$ cat config.mk
export PLATFORM = sky130hd
export DESIGN_NAME = m_param_ff_bank_flat
export DESIGN_NICKNAME = d
export VERILOG_FILES = /design/src/rtl/m_param_ff_bank_if.sv /design/src/rtl/m_param_ff_bank.sv /design/src/flat_wrapper.sv
export SDC_FILE = /design/constraint.sdc
export NUM_CORES = 1
export LEC_CHECK = 0
export BUFFER_PORTS_ARGS = -buffer_cell sky130_fd_sc_hd__buf_4
export CORE_AREA = 2 2 78 80
export CTS_CLUSTER_DIAMETER = 80
export DETAILED_ROUTE_END_ITERATION = 8
export DIE_AREA = 0 0 80 82
export GPL_ROUTABILITY_DRIVEN = 0
export PLACE_DENSITY = 0.53
export SYNTH_ARGS = -nofsm -noshare
export SYNTH_HDL_FRONTEND = slang
export SYNTH_SLANG_ARGS = --single-unit
$ cat constraint.sdc
create_clock -name clk -period 3.8 [get_ports clk]
set_input_delay 0.38 -clock clk [delete_from_list [all_inputs] [get_ports clk]]
set_output_delay 0.38 -clock clk [all_outputs]
set_load 0.02 [all_outputs]
$ cat src/rtl/m_param_ff_bank_if.sv
// m_param_ff_bank_if: button, mode, data and direct clear/preset into the flip-flop bank, plus its state, count and error outputs
//   master drives btn_1, mode_sel, a_in, b_in, rd_n, sd_n and reads q, q_n, cp_cnt, err; slave is the bank side
interface m_param_ff_bank_if #(parameter int WIDTH = 4);
  logic btn_1;
  logic [1:0] mode_sel;
  logic [WIDTH-1:0] a_in;
  logic [WIDTH-1:0] b_in;
  logic rd_n;
  logic sd_n;
  logic [WIDTH-1:0] q;
  logic [WIDTH-1:0] q_n;
  logic [7:0] cp_cnt;
  logic err;
  modport master(output btn_1, mode_sel, a_in, b_in, rd_n, sd_n, input q, q_n, cp_cnt, err);
  modport slave(input btn_1, mode_sel, a_in, b_in, rd_n, sd_n, output q, q_n, cp_cnt, err);
endinterface

$ cat src/rtl/m_param_ff_bank.sv
// m_param_ff_bank: bank of WIDTH D/T/JK/SR flip-flops clocked by a debounced push-button
//   clk, rst (async, active-high); bus: btn_1, mode_sel, a_in, b_in, rd_n, sd_n in; q, q_n, cp_cnt, err out
module m_param_ff_bank #(
  parameter int WIDTH = 4,
  parameter int DEBOUNCE_CYCLES = 1000000
) (
  input logic clk,
  input logic rst,
  m_param_ff_bank_if.slave bus
);
  localparam int CW = $clog2(DEBOUNCE_CYCLES);
  logic [1:0] btn_q, rd_q, sd_q;
  logic db_q, db_d, cp_q, cp_d, err_q, err_d, diff, done;
  logic [CW-1:0] cnt_q, cnt_d;
  logic [WIDTH-1:0] q_q, q_d, upd, a, b;
  logic [7:0] cnt_cp_q;
  always_comb begin
    a = bus.a_in;
    b = bus.b_in;
    diff = btn_q[1] != db_q;
    done = diff && cnt_q == CW'(DEBOUNCE_CYCLES - 1);
    cnt_d = diff && !done ? cnt_q + CW'(1) : '0;
    db_d = done ? btn_q[1] : db_q;
    cp_d = done && btn_q[1];
    // JK: set where J and q=0, keep where K=0 and q=1; SR: S&~R sets, ~S&R clears, else holds
    upd = bus.mode_sel == 2'd0 ? a :
          bus.mode_sel == 2'd1 ? q_q ^ a :
          bus.mode_sel == 2'd2 ? (a & ~q_q) | (~b & q_q) :
          (a & ~b) | (q_q & (a | ~b));
    q_d = !rd_q[1] ? '0 : !sd_q[1] ? '1 : cp_q ? upd : q_q;
    err_d = bus.mode_sel != 2'b11 ? 1'b0 :
            (cp_q && rd_q[1] && sd_q[1] && |(a & b)) ? 1'b1 : err_q;
  end
  always_ff @(posedge clk or posedge rst)
    if (rst) begin
      btn_q <= '0;
      rd_q <= '0;
      sd_q <= '0;
      cnt_q <= '0;
      db_q <= 1'b0;
      cp_q <= 1'b0;
      q_q <= '0;
      err_q <= 1'b0;
      cnt_cp_q <= '0;
    end else begin
      btn_q <= {btn_q[0], bus.btn_1};
      rd_q <= {rd_q[0], bus.rd_n};
      sd_q <= {sd_q[0], bus.sd_n};
      cnt_q <= cnt_d;
      db_q <= db_d;
      cp_q <= cp_d;
      q_q <= q_d;
      err_q <= err_d;
      cnt_cp_q <= cnt_cp_q + {7'd0, cp_q};
    end
  assign bus.q = q_q;
  assign bus.q_n = ~q_q;
  assign bus.cp_cnt = cnt_cp_q;
  assign bus.err = err_q;
endmodule

$ cat src/flat_wrapper.sv
// flat-port wrapper written by rule: the top's interface ports become plain ports
module m_param_ff_bank_flat 
#(
  parameter int WIDTH = 4,
  parameter int DEBOUNCE_CYCLES = 1000000
)
  (clk, rst, bus_btn_1, bus_mode_sel, bus_a_in, bus_b_in, bus_rd_n, bus_sd_n, bus_q, bus_q_n, bus_cp_cnt, bus_err);
  m_param_ff_bank_if #(.WIDTH(WIDTH)) bus_i ();
  input logic clk;
  input logic rst;
  input wire logic [$bits(bus_i.btn_1)-1:0] bus_btn_1;
  input wire logic [$bits(bus_i.mode_sel)-1:0] bus_mode_sel;
  input wire logic [$bits(bus_i.a_in)-1:0] bus_a_in;
  input wire logic [$bits(bus_i.b_in)-1:0] bus_b_in;
  input wire logic [$bits(bus_i.rd_n)-1:0] bus_rd_n;
  input wire logic [$bits(bus_i.sd_n)-1:0] bus_sd_n;
  output wire logic [$bits(bus_i.q)-1:0] bus_q;
  output wire logic [$bits(bus_i.q_n)-1:0] bus_q_n;
  output wire logic [$bits(bus_i.cp_cnt)-1:0] bus_cp_cnt;
  output wire logic [$bits(bus_i.err)-1:0] bus_err;
  assign bus_i.btn_1 = bus_btn_1;
  assign bus_i.mode_sel = bus_mode_sel;
  assign bus_i.a_in = bus_a_in;
  assign bus_i.b_in = bus_b_in;
  assign bus_i.rd_n = bus_rd_n;
  assign bus_i.sd_n = bus_sd_n;
  assign bus_q = bus_i.q;
  assign bus_q_n = bus_i.q_n;
  assign bus_cp_cnt = bus_i.cp_cnt;
  assign bus_err = bus_i.err;
  m_param_ff_bank #(.WIDTH(WIDTH), .DEBOUNCE_CYCLES(DEBOUNCE_CYCLES)) u_core (.clk(clk), .rst(rst), .bus(bus_i));
endmodule
==> flow_metrics.tcl <==
set metrics [dict create \
    worstReg2RegStart "u_core.cnt_q[0]" \
    setup_tns_ps 0 \
    final-seq-area_um2 1030 \
    dp_hpwl_um 2700 \
    grt_pass1_vias 1447 \
    wl_met1_um 1830 \
    slew-limit-headroom_pct 66.3 \
    cts_buffer_depth 2 \
    setup_viol 0 \
    final_cell_count_no_fill 306 \
    ys_ff_latch 41 \
    die_h_um 82 \
    slowest_delay_ps 650 \
    crit_type "reg -> reg" \
    synth_edf_count 0 \
    worstHoldStart "bus_btn_1" \
    power_density_nw_per_um2 368 \
    crit_fanout 7 \
    grt_pass1_wl_um 6510 \
    ys_warn_count 0 \
    ys.flop_type "dfrtp_1" \
    cts_root_buffer "clkbuf_8" \
    core-area_um2 5750 \
    wl_per_cell_um 12.4 \
    crit_chain "ha_1 > nand2_1 > or4_1 > or4_4 > a21oi_2" \
    cts.sinks 41 \
    drv_cap 0 \
    grt_antenna_before_repair 0 \
    postCtsHoldBufs 0 \
    rsz0062_at_grt "false" \
    antenna_cells 0 \
    crit_arrival_ps 2360 \
    cts_resized 0 \
    final_layout_size_suffix_gt1_share_pct 19.9 \
    end_kind "flip-flop" \
    portBuffers 31 \
    wirelength_um 3800 \
    slew_viol_final 0 \
    synth_area_leaders "dfrtp_1 (53%), xnor2_1 (4.5%), xor2_1 (4.5%)" \
    cts_tree "done" \
    leakage_nw 1.05 \
    regToRegSetupSlack_ps 1670 \
    syn2layout_area_growth_pct 22.4 \
    drc 0 \
    boundaryPins 32 \
    met2WireLength_um 1780 \
    nNetsFinal 248 \
    grt.overflow.total 0 \
    timing.final.crit_share_pct 56.1 \
    dieArea_um2 6560 \
    synth_area_leader_cell "dfrtp_1" \
    timing.rr.end "u_core.cnt_q[18]" \
    mappedNetlistArea_um2 1940 \
    rows 28 \
    fmax_mhz 469 \
    hp-class "in -> reg" \
    ys_types 33 \
    drtIter0Drc 68 \
    worstPathRequired_ps 4030 \
    hold_end "u_core.btn_q[0]" \
    fillers 590 \
    path_buf_inv 0 \
    crit_slowest_cell "or4_1" \
    r2r_cells 5 \
    seq_area_frac_synth_pct 52.8 \
    synthCells 195 \
    fin_crit_ps 2130 \
    dr_total_vias 1515 \
    grt_max_degree 42 \
    viasPerCell 4.95 \
    multiInputGateArea_um2 863 \
    synth_top_area_share_pct 52.8 \
    peakVddDrop_v 0.000160 \
    cp_top_family "simple AND/OR/NAND/NOR gates" \
    fin_skew_ps 3.79 \
    async_reset_ff_share_pct 100 \
    syn_nets 213 \
    syn_avg_cell_area_um2 9.96 \
    dr.max_layer_used "met4" \
    initial_utilization_pct 33.8 \
    worst_slew_pin_slew_ps 506 \
    dp_cells 298 \
    status "complete, no violations" \
    worstSkewPairLatency_ps 290 \
    clk_pin_slew_ps 80 \
    wl_met3_um 139 \
    cts_made_buffers 5 \
    min_path_cells 1 \
    die_x_um 80 \
    groute.usage.overall_pct 12.8 \
    drt-pass1-iter-count 4 \
    cp_num_cells 5 \
    hold_violations 0 \
    postRouteAntennaNets 0 \
    htreeDepth 2 \
    start_kind "flip-flop" \
    post-cts-setup-buffer-count 0 \
]
==> routing by layer <==
metal	GRT usage, %	vias to the layer above
li1	-	761
met1	16.4	728
met2	20.9	20
met3	3.63	6
met4	4.58	0
met5	0	-
==> flip-flops by register name, summed over array words and instances (netlist names) <==
register,cells
u_core.db_q,1
u_core.cp_q,1
u_core.bus.cp_cnt,8
u_core.rd_q,2
u_core.bus.err,1
u_core.cnt_q,20
u_core.btn_q,2
u_core.bus.q,4
u_core.sd_q,2
==> cells in the final DEF, fill, tap and decap left out, types with 2 or more instances in the layout <==
cell / synthesis / layout
a21oi_1: 13 / 13
a22oi_1: 5 / 5
and3_1: 2 / 2
buf_4: 0 / 33
clkbuf_8: 0 / 5
dfrtp_1: 41 / 41
ha_1: 3 / 3
inv_1: 8 / 8
nand2_1: 13 / 13
nand3_1: 15 / 15
nand4_1: 4 / 4
nor2_1: 21 / 21
nor2b_1: 2 / 2
nor4_1: 2 / 2
o21ai_0: 11 / 11
o31ai_1: 7 / 7
or3_1: 3 / 3
or4_1: 7 / 7
xnor2_1: 10 / 10
xor2_1: 10 / 10
==> cells in the mapped netlist (2+ instances only) <==
master and number:
dfrtp_1 41, nor2_1 21, nand3_1 15, a21oi_1 13
nand2_1 13, o21ai_0 11, xnor2_1 10, xor2_1 10
inv_1 8, o31ai_1 7, or4_1 7, a22oi_1 5
nand4_1 4, buf_2 3, ha_1 3, or3_1 3
and3_1 2, clkbuf_1 2, nor2b_1 2, nor4_1 2
==> per-stage QoR <==
stage	power, mW	hold slack, ps	setup slack [ps]	utilization [%]	instance area (um^2)
2_1_floorplan	0.500	331	1790	-	1940
6_report	0.873	186	1670	41.4	2380
4_1_cts	0.894	171	1650	41.4	2380
3_5_place_dp	0.534	335	1670	39.4	2260
3_3_place_gp	0.533	334	1720	39.4	2260
5_1_grt	0.920	164	1520	41.4	2380
==> how the worst max path moves through the flow <==
stage	from	to	slack [ps]
6_report	u_core.cnt_q[0]	u_core.cnt_q[18]	1670
5_1_grt	u_core.cnt_q[0]	u_core.cnt_q[18]	1520
4_1_cts	u_core.cnt_q[0]	u_core.cnt_q[18]	1650
3_5_place_dp	u_core.cnt_q[0]	u_core.cnt_q[18]	1670
3_3_place_gp	u_core.cnt_q[0]	u_core.cnt_q[18]	1720
2_1_floorplan	u_core.cnt_q[0]	u_core.cnt_q[18]	1790
==> power breakdown <==
| group | switching, mW | internal, mW | total, mW | leakage [nW] |
|---|---|---|---|---|
| combinational | 0.0412 | 0.0297 | 0.0709 | 0.447 |
| sequential | 0.00765 | 0.445 | 0.452 | 0.551 |
| clock | 0.154 | 0.196 | 0.350 | 0.0543 |
| total | 0.203 | 0.671 | 0.873 | 1.05 |
==> cell families (layout without fill, tap and decap cells) <==
kind of cell | after synthesis | count (layout) | synth area share [%]
AND/OR/NAND/NOR | 78 | 78 | 21.1
adder cells (fa/ha/maj) | 3 | 3 | 1.93
AO/OA/AOI/OAI | 39 | 39 | 11.9
XOR/XNOR | 20 | 20 | 9.02
buffers and inverters | 13 | 49 | 2.71
multiplexers | 1 | 1 | 0.580
flip-flops | 41 | 41 | 52.8
==> final cells by class <==
class	instances	share of cell area (%)
Timing Repair Buffer	33	10.4
Multi-Input combinational cell	141	36.3
Sequential cell	41	43.2
Clock inverter	3	1.95
Clock buffer	5	2.90
Tap cell	75	3.95
Inverter	8	1.26
(Power assumes the default switching activity.)
